<file path="src/rtl/cmp_vote_pkg.sv">
// Shared types and defaults for the comparator majority-vote stage.
// The CNT_WIDTH and SETTLE_CYCLES defaults are also used by the threshold
// search controller, so both blocks agree on counter and settle sizing.
package cmp_vote_pkg;

    localparam int CMP_VOTE_CNT_WIDTH     = 8;
    localparam int CMP_VOTE_SETTLE_CYCLES = 4;

    typedef enum logic [2:0] {
        IDLE   = 3'd0,
        REQ    = 3'd1,
        SETTLE = 3'd2,
        SAMPLE = 3'd3,
        DONE   = 3'd4
    } cmp_vote_state_t;

endpackage

</file>
<file path="src/rtl/cmp_sync.sv">
// Multi-stage asynchronous-reset synchronizer for the raw comparator bit.
module cmp_sync #(
    parameter int STAGES = 2
) (
    input  logic clk,
    input  logic rst,
    input  logic d,
    output logic q
);

    logic [STAGES-1:0] chain;

    // Shift the asynchronous input through the flop chain; reset clears every stage.
    always_ff @(posedge clk or posedge rst) begin
        if (rst) begin
            chain <= '0;
        end else begin
            chain <= {chain[STAGES-2:0], d};
        end
    end

    assign q = chain[STAGES-1];

endmodule

</file>
<file path="src/rtl/cmp_vote.sv">
// Comparator sampling and majority-vote stage.
// Requests a strobe, waits for stb_valid_i, lets the synchronized comparator
// settle, samples it, and repeats n_samples_i times before reporting a
// majority decision and the raw hit count.
// Optional feature: define CMP_VOTE_TIMEOUT_EN to build the strobe-wait
// watchdog; otherwise timeout_o is held at 0 and REQ waits indefinitely.
module cmp_vote
    import cmp_vote_pkg::*;
#(
    parameter int          SYNC_STAGES    = 2,
    parameter int          CNT_WIDTH      = CMP_VOTE_CNT_WIDTH,
    parameter int          SETTLE_CYCLES  = CMP_VOTE_SETTLE_CYCLES,
    parameter logic [31:0] TIMEOUT_CYCLES = 32'd1_000_000
) (
    input  logic                 wb_clk_i,
    input  logic                 wb_rst_i,
    input  logic                 cmp_i,
    input  logic                 start_i,
    input  logic [CNT_WIDTH-1:0] n_samples_i,
    output logic                 stb_req_o,
    input  logic                 stb_valid_i,
    output logic                 busy_o,
    output logic                 done_o,
    output logic                 result_o,
    output logic [CNT_WIDTH-1:0] ones_cnt_o,
    output logic                 timeout_o
);

    localparam int SW = (SETTLE_CYCLES > 1) ? $clog2(SETTLE_CYCLES) : 1;

    cmp_vote_state_t      state, state_nxt;
    logic [CNT_WIDTH-1:0] n_reg;
    logic [CNT_WIDTH-1:0] samples, samples_nxt;
    logic [CNT_WIDTH-1:0] ones, ones_nxt;
    logic [CNT_WIDTH-1:0] n_cur;
    logic [SW-1:0]        settle_cnt;
    logic                 sync_bit;
    logic                 wdog_expired;
    logic                 timed_out;

    // Strict majority at CNT_WIDTH+1 bits; a tie reports 0.
    function automatic logic majority(input logic [CNT_WIDTH-1:0] hits,
                                      input logic [CNT_WIDTH-1:0] total);
        return ({hits, 1'b0} > {1'b0, total});
    endfunction

    cmp_sync #(
        .STAGES(SYNC_STAGES)
    ) u_sync (
        .clk(wb_clk_i),
        .rst(wb_rst_i),
        .d  (cmp_i),
        .q  (sync_bit)
    );

`ifdef CMP_VOTE_TIMEOUT_EN
    logic [31:0] wdog;

    // Count consecutive cycles spent waiting in REQ; any strobe or exit restarts it.
    always_ff @(posedge wb_clk_i or posedge wb_rst_i) begin
        if (wb_rst_i) begin
            wdog <= 32'd0;
        end else if ((state == REQ) && !stb_valid_i) begin
            wdog <= wdog + 32'd1;
        end else begin
            wdog <= 32'd0;
        end
    end

    assign wdog_expired = (state == REQ) && (wdog >= (TIMEOUT_CYCLES - 32'd1));
`else
    logic unused_timeout_cfg;
    assign unused_timeout_cfg = ^TIMEOUT_CYCLES;
    assign wdog_expired       = 1'b0;
`endif

    // Next-state and next-counter decode for the vote sequence.
    always_comb begin
        state_nxt   = state;
        ones_nxt    = ones;
        samples_nxt = samples;
        n_cur       = n_reg;
        timed_out   = 1'b0;
        case (state)
            IDLE: begin
                if (start_i) begin
                    n_cur       = n_samples_i;
                    ones_nxt    = '0;
                    samples_nxt = '0;
                    state_nxt   = (n_samples_i == '0) ? DONE : REQ;
                end else begin
                    state_nxt = IDLE;
                end
            end
            REQ: begin
                if (stb_valid_i) begin
                    state_nxt = SETTLE;
                end else if (wdog_expired) begin
                    timed_out = 1'b1;
                    state_nxt = DONE;
                end else begin
                    state_nxt = REQ;
                end
            end
            SETTLE: begin
                if (settle_cnt == '0) begin
                    state_nxt = SAMPLE;
                end else begin
                    state_nxt = SETTLE;
                end
            end
            SAMPLE: begin
                ones_nxt    = ones + {{(CNT_WIDTH-1){1'b0}}, sync_bit};
                samples_nxt = samples + {{(CNT_WIDTH-1){1'b0}}, 1'b1};
                if (samples_nxt == n_reg) begin
                    state_nxt = DONE;
                end else begin
                    state_nxt = REQ;
                end
            end
            DONE: begin
                state_nxt = IDLE;
            end
            default: begin
                state_nxt = IDLE;
            end
        endcase
    end

    // State, counters and registered outputs; outputs are decoded from the next state
    // so they line up with the state they describe.
    always_ff @(posedge wb_clk_i or posedge wb_rst_i) begin
        if (wb_rst_i) begin
            state      <= IDLE;
            n_reg      <= '0;
            samples    <= '0;
            ones       <= '0;
            settle_cnt <= '0;
            stb_req_o  <= 1'b0;
            busy_o     <= 1'b0;
            done_o     <= 1'b0;
            result_o   <= 1'b0;
            ones_cnt_o <= '0;
            timeout_o  <= 1'b0;
        end else begin
            state   <= state_nxt;
            ones    <= ones_nxt;
            samples <= samples_nxt;

            if ((state == IDLE) && start_i) begin
                n_reg <= n_samples_i;
            end else begin
                n_reg <= n_reg;
            end

            if ((state == REQ) && stb_valid_i) begin
                settle_cnt <= SW'(SETTLE_CYCLES - 1);
            end else if ((state == SETTLE) && (settle_cnt != '0)) begin
                settle_cnt <= settle_cnt - {{(SW-1){1'b0}}, 1'b1};
            end else begin
                settle_cnt <= settle_cnt;
            end

            stb_req_o <= (state_nxt == REQ);
            busy_o    <= (state_nxt == REQ) || (state_nxt == SETTLE) || (state_nxt == SAMPLE);
            done_o    <= (state_nxt == DONE);

            // Results are captured on entry to DONE and held until the next accepted start.
            if ((state_nxt == DONE) && (state != DONE)) begin
                result_o   <= majority(ones_nxt, n_cur);
                ones_cnt_o <= ones_nxt;
                timeout_o  <= timed_out;
            end else if ((state == IDLE) && start_i) begin
                result_o   <= 1'b0;
                ones_cnt_o <= '0;
                timeout_o  <= 1'b0;
            end else begin
                result_o   <= result_o;
                ones_cnt_o <= ones_cnt_o;
                timeout_o  <= timeout_o;
            end
        end
    end

endmodule
</file>
<file path="config.mk">
export PLATFORM = sky130hd
export DESIGN_NAME = cmp_vote
export DESIGN_NICKNAME = d
export VERILOG_FILES = /design/src/rtl/cmp_vote_pkg.sv /design/src/rtl/cmp_sync.sv /design/src/rtl/cmp_vote.sv
export SDC_FILE = /design/constraint.sdc
export NUM_CORES = 1
export LEC_CHECK = 0
export CAP_MARGIN = 10
export CORE_MARGIN = 5
export CORE_UTILIZATION = 30
export DETAILED_ROUTE_END_ITERATION = 7
export PLACE_DENSITY_LB_ADDON = 0.2
export SYNTH_ARGS = -nofsm -noshare
export SYNTH_HDL_FRONTEND = slang
export SYNTH_HIERARCHICAL = 1
export SYNTH_SLANG_ARGS = --single-unit
</file>
<file path="constraint.sdc">
create_clock -name wb_clk_i -period 2.7 [get_ports wb_clk_i]
set_input_delay 0.27 -clock wb_clk_i [delete_from_list [all_inputs] [get_ports wb_clk_i]]
set_output_delay 0.27 -clock wb_clk_i [all_outputs]
set_load 0.05 [all_outputs]
</file>
==> results of run 1 <==
[area by class of cell]
class                   instances  area, um^2
repair buffers                 47         429
flip-flops and latches         43        1080
well taps                     102         128
multi-input cells             177        1180
inverters                      14        52.6
fillers                       824        4740
clock inverters                 1        5.00
clock buffers                   7        76.3
[routing by layer]
layer	vias to the layer above	track usage	wire (um)
met5	-	0	0
met4	0	0.0515	83
met3	6	0.0257	172
met2	30	0.186	2520
met1	862	0.173	2690
li1	928	-	-
[metrics by stage]
stage | cells | power [mW] | worst slack (ps)
floorplan | 244 | 1.57 | 37.1
global placement | 381 | 1.92 | -112
detailed placement | 381 | 1.93 | -142
CTS | 389 | 2.35 | 166
global route | 391 | 2.55 | 2.31
finish | 391 | 2.35 | 193
[worst paths after layout]
check | from | to | slack, ps
min in group wb_clk_i | u_sync/chain[0]$_DFF_PP0_ | u_sync/chain[1]$_DFF_PP0_ | 360
max in group asynchronous | wb_rst_i | state[2]$_DFF_PP0_ | 1880
worst min-delay path | wb_rst_i | u_sync/chain[1]$_DFF_PP0_ | 130
worst min register to register | u_sync/chain[0]$_DFF_PP0_ | u_sync/chain[1]$_DFF_PP0_ | 360
worst max-delay path | state[2]$_DFF_PP0_ | result_o$_DFFE_PP0P_ | 190
worst max register to register | state[2]$_DFF_PP0_ | result_o$_DFFE_PP0P_ | 190
[synth_stat cells, drive strengths merged (6+ instances only)]
library cell,instances,area share
nand2,39,0.062
nor2,16,0.026
xor2,6,0.022
a21oi,11,0.023
o21ai,17,0.036
dfrtp,43,0.46
ha,12,0.064
mux2,8,0.050
nand3,7,0.017
inv,14,0.022
and2,9,0.024
[power groups by stage]
stage,registers [mW],logic [mW],clock network (mW)
floorplan,0.935,0.639,0
global placement,0.890,1.03,0
detailed placement,0.889,1.04,0
CTS,0.878,1.06,0.418
global route,0.899,1.20,0.447
finish,0.879,1.07,0.401
[kinds of logic (layout without fill, tap and decap cells)]
group,Yosys count,in the layout
and+or+nand+nor,100,100
other,1,1
xor gates and xnor gates,11,11
adders and majority gates,12,12
muxes,9,9
DFF,43,43
buffers and inverters,24,69
AOI/OAI and AO/OA,44,44
[timing repair]
action / CTS / global route
setup endpoints to repair: 0 / 1
setup buffers: 0 / 2
resized for setup: 0 / 4
==> impl_metrics.toml, run 1 <==
[synth]
synth_seq_cells = 43
synth_fa_ha_area_frac = 0.0640
synth_cell_type_count = 43
synth_nets = 269
synth-xor-area-share = 0.0411
synth-seq-area-share = 0.459
synthArstFlopShare = 1.00
synthMuxAreaShare = 0.0539
synth_warnings = 6
synth_top_family_by_area = "simple AND/OR/NAND/NOR gates"
avgSynthCellArea_um2 = 9.61
yosys.area_share.simple = 0.220
synthFlopType = "dfrtp_1"
synth_compound_area_frac = 0.115
synth_edf_count = 0
netlist_instances = 244
synth.cell_area_um2 = 2340

[sta]
finalHoldViolCount = 0
fin_setup_tns_ps = 0
final.min_clock_period_ps = 2510
fmax_mhz = 399
fin_crit_sh = 0.929
tightest_slew_ps = 557
slew_headroom = 0.628
rsz0062_at_grt = "no"
setup_viol = 0
final_max_slew_viol_count = 0
holdWs_ps = 133
final.setup_skew_ps = 8.68

[worst_setup_path]
arrival_ps = 2690
critPathSlowestCell = "dfrtp_1"
path_class = "reg2reg"
end_kind = "flip-flop"
start_kind = "flip-flop"
critPathRequiredTime_ps = 2890
ff2ff_path_depth = 13
crit_fanout = 9
worstPathBufferInverterCount = 3
slowest_delay_ps = 390
cpLargestDelayFamily = "compound AO/OA/AOI/OAI gates"
cp.depth = 13
path_cells = "buf_4 -> nor4b_2 -> buf_4 -> nand2_1 -> nand2_1 -> inv_1 -> ha_1 -> a21o_1 -> a21o_1 -> a21oi_1 -> o21ai_0 -> a21oi_1 -> mux2i_1"

[clock_tree]
htreeDepth = 2
tritoncts = "built"
cts_root_buf = "clkbuf_8"
cts_hold_buffers = 0
cts_sinks = 43
clock_latency_ps = 300
cts_buffers = 5
clk_path_buf_depth = 2
path_clk_slew_ps = 80

[power]
switching_share = 0.387
p_leak_nw = 1.45
switching_power_mw = 0.909
p_int_mw = 1.44
pwr-share-seq = 0.375
p_per_area_nw_per_um2 = 797
p_comb_frac = 0.454
pwr-share-clk = 0.171
max-vdd-ir-drop_uv = 313

[die]
die_w_um = 98.4
rows = 32
coreArea_um2 = 7690
die_area_um2 = 9680
die_y_um = 98.4
start_util = 0.305
ios = 26

[run]
drv_cap = 0

[routing]
drt-initial-drc-count = 44
routedWlPerCell_um = 14.0
drc = 0
wirelength_um = 5460
vias = 1826
dr.pass1.iters = 4
viasPerCell = 4.67
postRouteAntennaNets = 0

[place]
place_area_um2 = 2840
gp_congestion = 0.802
place_hpwl_um = 4040
port_buffers = 24

[cells_and_area]
area_delta_synth_final_pct = 25.5
drive_gt1_frac = 0.156
fin_nets = 313
mostFrequentLayoutCells = "dfrtp_1 (43), nand2_1 (39), clkdlybuf4s50_1 (24)"
final_common_cell = "dfrtp_1"
diodes = 0
final_util = 0.383
post-route-cell-area_um2 = 2940

[global_route]
grt_pass1_vias = 1877
grt_max_degree = 42
grt_overflow_total = 0
antenna_found_initial = 0
grt_usage = 0.124
grt_pass1_wl_um = 9460

[status]
status = "finished clean"

[hold_path]
min_path_type = "in2async"
No activity file was read; power rests on OpenSTA's default activity.
==> run 2, diff against run 1 <==
--- a/config.mk
+++ b/config.mk
@@ -8,6 +8,7 @@
 export CAP_MARGIN = 10
 export CORE_MARGIN = 5
 export CORE_UTILIZATION = 30
+export CTS_CLUSTER_DIAMETER = 200
 export DETAILED_ROUTE_END_ITERATION = 7
 export PLACE_DENSITY_LB_ADDON = 0.2
 export SYNTH_ARGS = -nofsm -noshare
==> results of run 2 <==
The final DEF is identical to that of run 1; final timing and power are the same.
==> run 3, diff against run 2 <==
--- a/config.mk
+++ b/config.mk
@@ -7,7 +7,7 @@
 export LEC_CHECK = 0
 export CAP_MARGIN = 10
 export CORE_MARGIN = 5
-export CORE_UTILIZATION = 30
+export CORE_UTILIZATION = 25
 export CTS_CLUSTER_DIAMETER = 200
 export DETAILED_ROUTE_END_ITERATION = 7
 export PLACE_DENSITY_LB_ADDON = 0.2
==> impl_metrics.toml, run 3 (synthesis results as in run 1) <==
[status]
status = "finished clean"

[clock_tree]
clk_path_buf_depth = 2
cts_hold_buffers = 0
path_clk_slew_ps = 90
clock_latency_ps = 290
cts_buffers = 5
tritoncts = "built"
cts_sinks = 43
cts_root_buf = "clkbuf_8"
htreeDepth = 2

[routing]
drt-initial-drc-count = 45
wirelength_um = 5660
routedWlPerCell_um = 14.1
postRouteAntennaNets = 0
dr.pass1.iters = 4
drc = 0
vias = 1855
viasPerCell = 4.61

[worst_setup_path]
r2r_slack_ps = 110
critPathRequiredTime_ps = 2880
path_class = "reg2reg"
reg2reg_to = "result_o$_DFFE_PP0P_"
r2r_start = "state[0]$_DFF_PP0_"
ff2ff_path_depth = 13
arrival_ps = 2760
end_kind = "flip-flop"
crit_fanout = 7
start_kind = "flip-flop"

[cells_and_area]
multi_input_area_um2 = 1200
diodes = 0
area_delta_synth_final_pct = 27.7
nFillCells = 990
drive_gt1_frac = 0.168
seqCellArea_um2 = 1080
mostFrequentLayoutCells = "dfrtp_1 (43), nand2_1 (39), clkdlybuf4s50_1 (24)"
fin_nets = 315
final_common_cell = "dfrtp_1"

[global_route]
grt_max_degree = 42
grt_overflow_total = 0
grt_pass1_vias = 1893
antenna_found_initial = 0
grt_pass1_wl_um = 9420
grt_usage = 0.104

[sta]
final_max_slew_viol_count = 0
setup_slack_ps = 113
slew_headroom = 0.635
final.min_clock_period_ps = 2590
fin_crit_sh = 0.958
finalHoldViolCount = 0
setup_viol = 0
tightest_slew_ps = 547
fmax_mhz = 387
final.setup_skew_ps = 7.14
fin_setup_tns_ps = 0
rsz0062_at_grt = "no"

[run]
drv_cap = 0

[die]
coreArea_um2 = 9200
die_y_um = 107
die_w_um = 107
die_area_um2 = 11400
rows = 35
ios = 26
start_util = 0.255

[power]
p_per_area_nw_per_um2 = 794
max-vdd-ir-drop_uv = 238
p_leak_nw = 1.47

[hold_path]
min_path_type = "in2async"

[place]
place_hpwl_um = 4170
port_buffers = 24
gp_congestion = 0.767
place_ws_ps = -245
## run 3: worst max-delay path by stage
| stage | start | depth (start not counted) | endpoint | slack (ps) |
|---|---|---|---|---|
| after floorplan | state[2]$_DFF_PP0_ | 13 | result_o$_DFFE_PP0P_ | 40 |
| after global placement | start_i | 12 | result_o$_DFFE_PP0P_ | -120 |
| after detailed placement | start_i | 12 | result_o$_DFFE_PP0P_ | -240 |
| after CTS | state[2]$_DFF_PP0_ | 11 | result_o$_DFFE_PP0P_ | 50 |
| after global routing | state[0]$_DFF_PP0_ | 11 | result_o$_DFFE_PP0P_ | 2 |
| final | state[0]$_DFF_PP0_ | 13 | result_o$_DFFE_PP0P_ | 110 |
## run 3: metrics by stage
| step | hold WS [ps] | instance area (um^2) | utilization | instances | total power [mW] |
|---|---|---|---|---|---|
| 2_1_floorplan | 11.2 | 2340 | - | 244 | 1.57 |
| 3_3_place_gp | 336 | 2850 | 0.310 | 390 | 1.91 |
| 3_5_place_dp | 339 | 2850 | 0.310 | 390 | 1.92 |
| 4_1_cts | 138 | 2930 | 0.319 | 398 | 2.34 |
| 5_1_grt | 136 | 2990 | 0.326 | 402 | 2.58 |
| 6_report | 144 | 2990 | 0.326 | 402 | 2.38 |
## run 3: what timing repair did
item,in CTS,in global routing
resized for setup,0,10
buffers inserted,0,3
endpoints found under the setup margin,0,1
## run 3: critical path: stages, from the launching register on
cell     delay, ps
dfrtp_1        390
buf_4          160
nor4b_4        410
buf_4          210
nand2_1         70
nand2_1         70
inv_1           40
ha_1           280
a21o_1         160
a21o_1         170
a21oi_1        170
o21ai_1         90
a21oi_1        140
mux2i_1         80
## run 3: routing by layer
metal	GRT usage	wire length, um
met5	0	0
met4	0.0247	47
met3	0.0235	167
met2	0.183	2880
met1	0.129	2570
## run 3: final cells by class
class / instances / share of cell area
timing repair buffer: 49 / 0.150
multi-input combinational: 177 / 0.400
tap: 111 / 0.0464
clock buffer: 7 / 0.0255
inverter: 14 / 0.0176
sequential: 43 / 0.359
clock inverter: 1 / 0.00167
## run 3: where the power goes
part / switching, mW / internal [mW]
clock network: 0.222 / 0.182
registers: 0.101 / 0.779
logic: 0.607 / 0.488
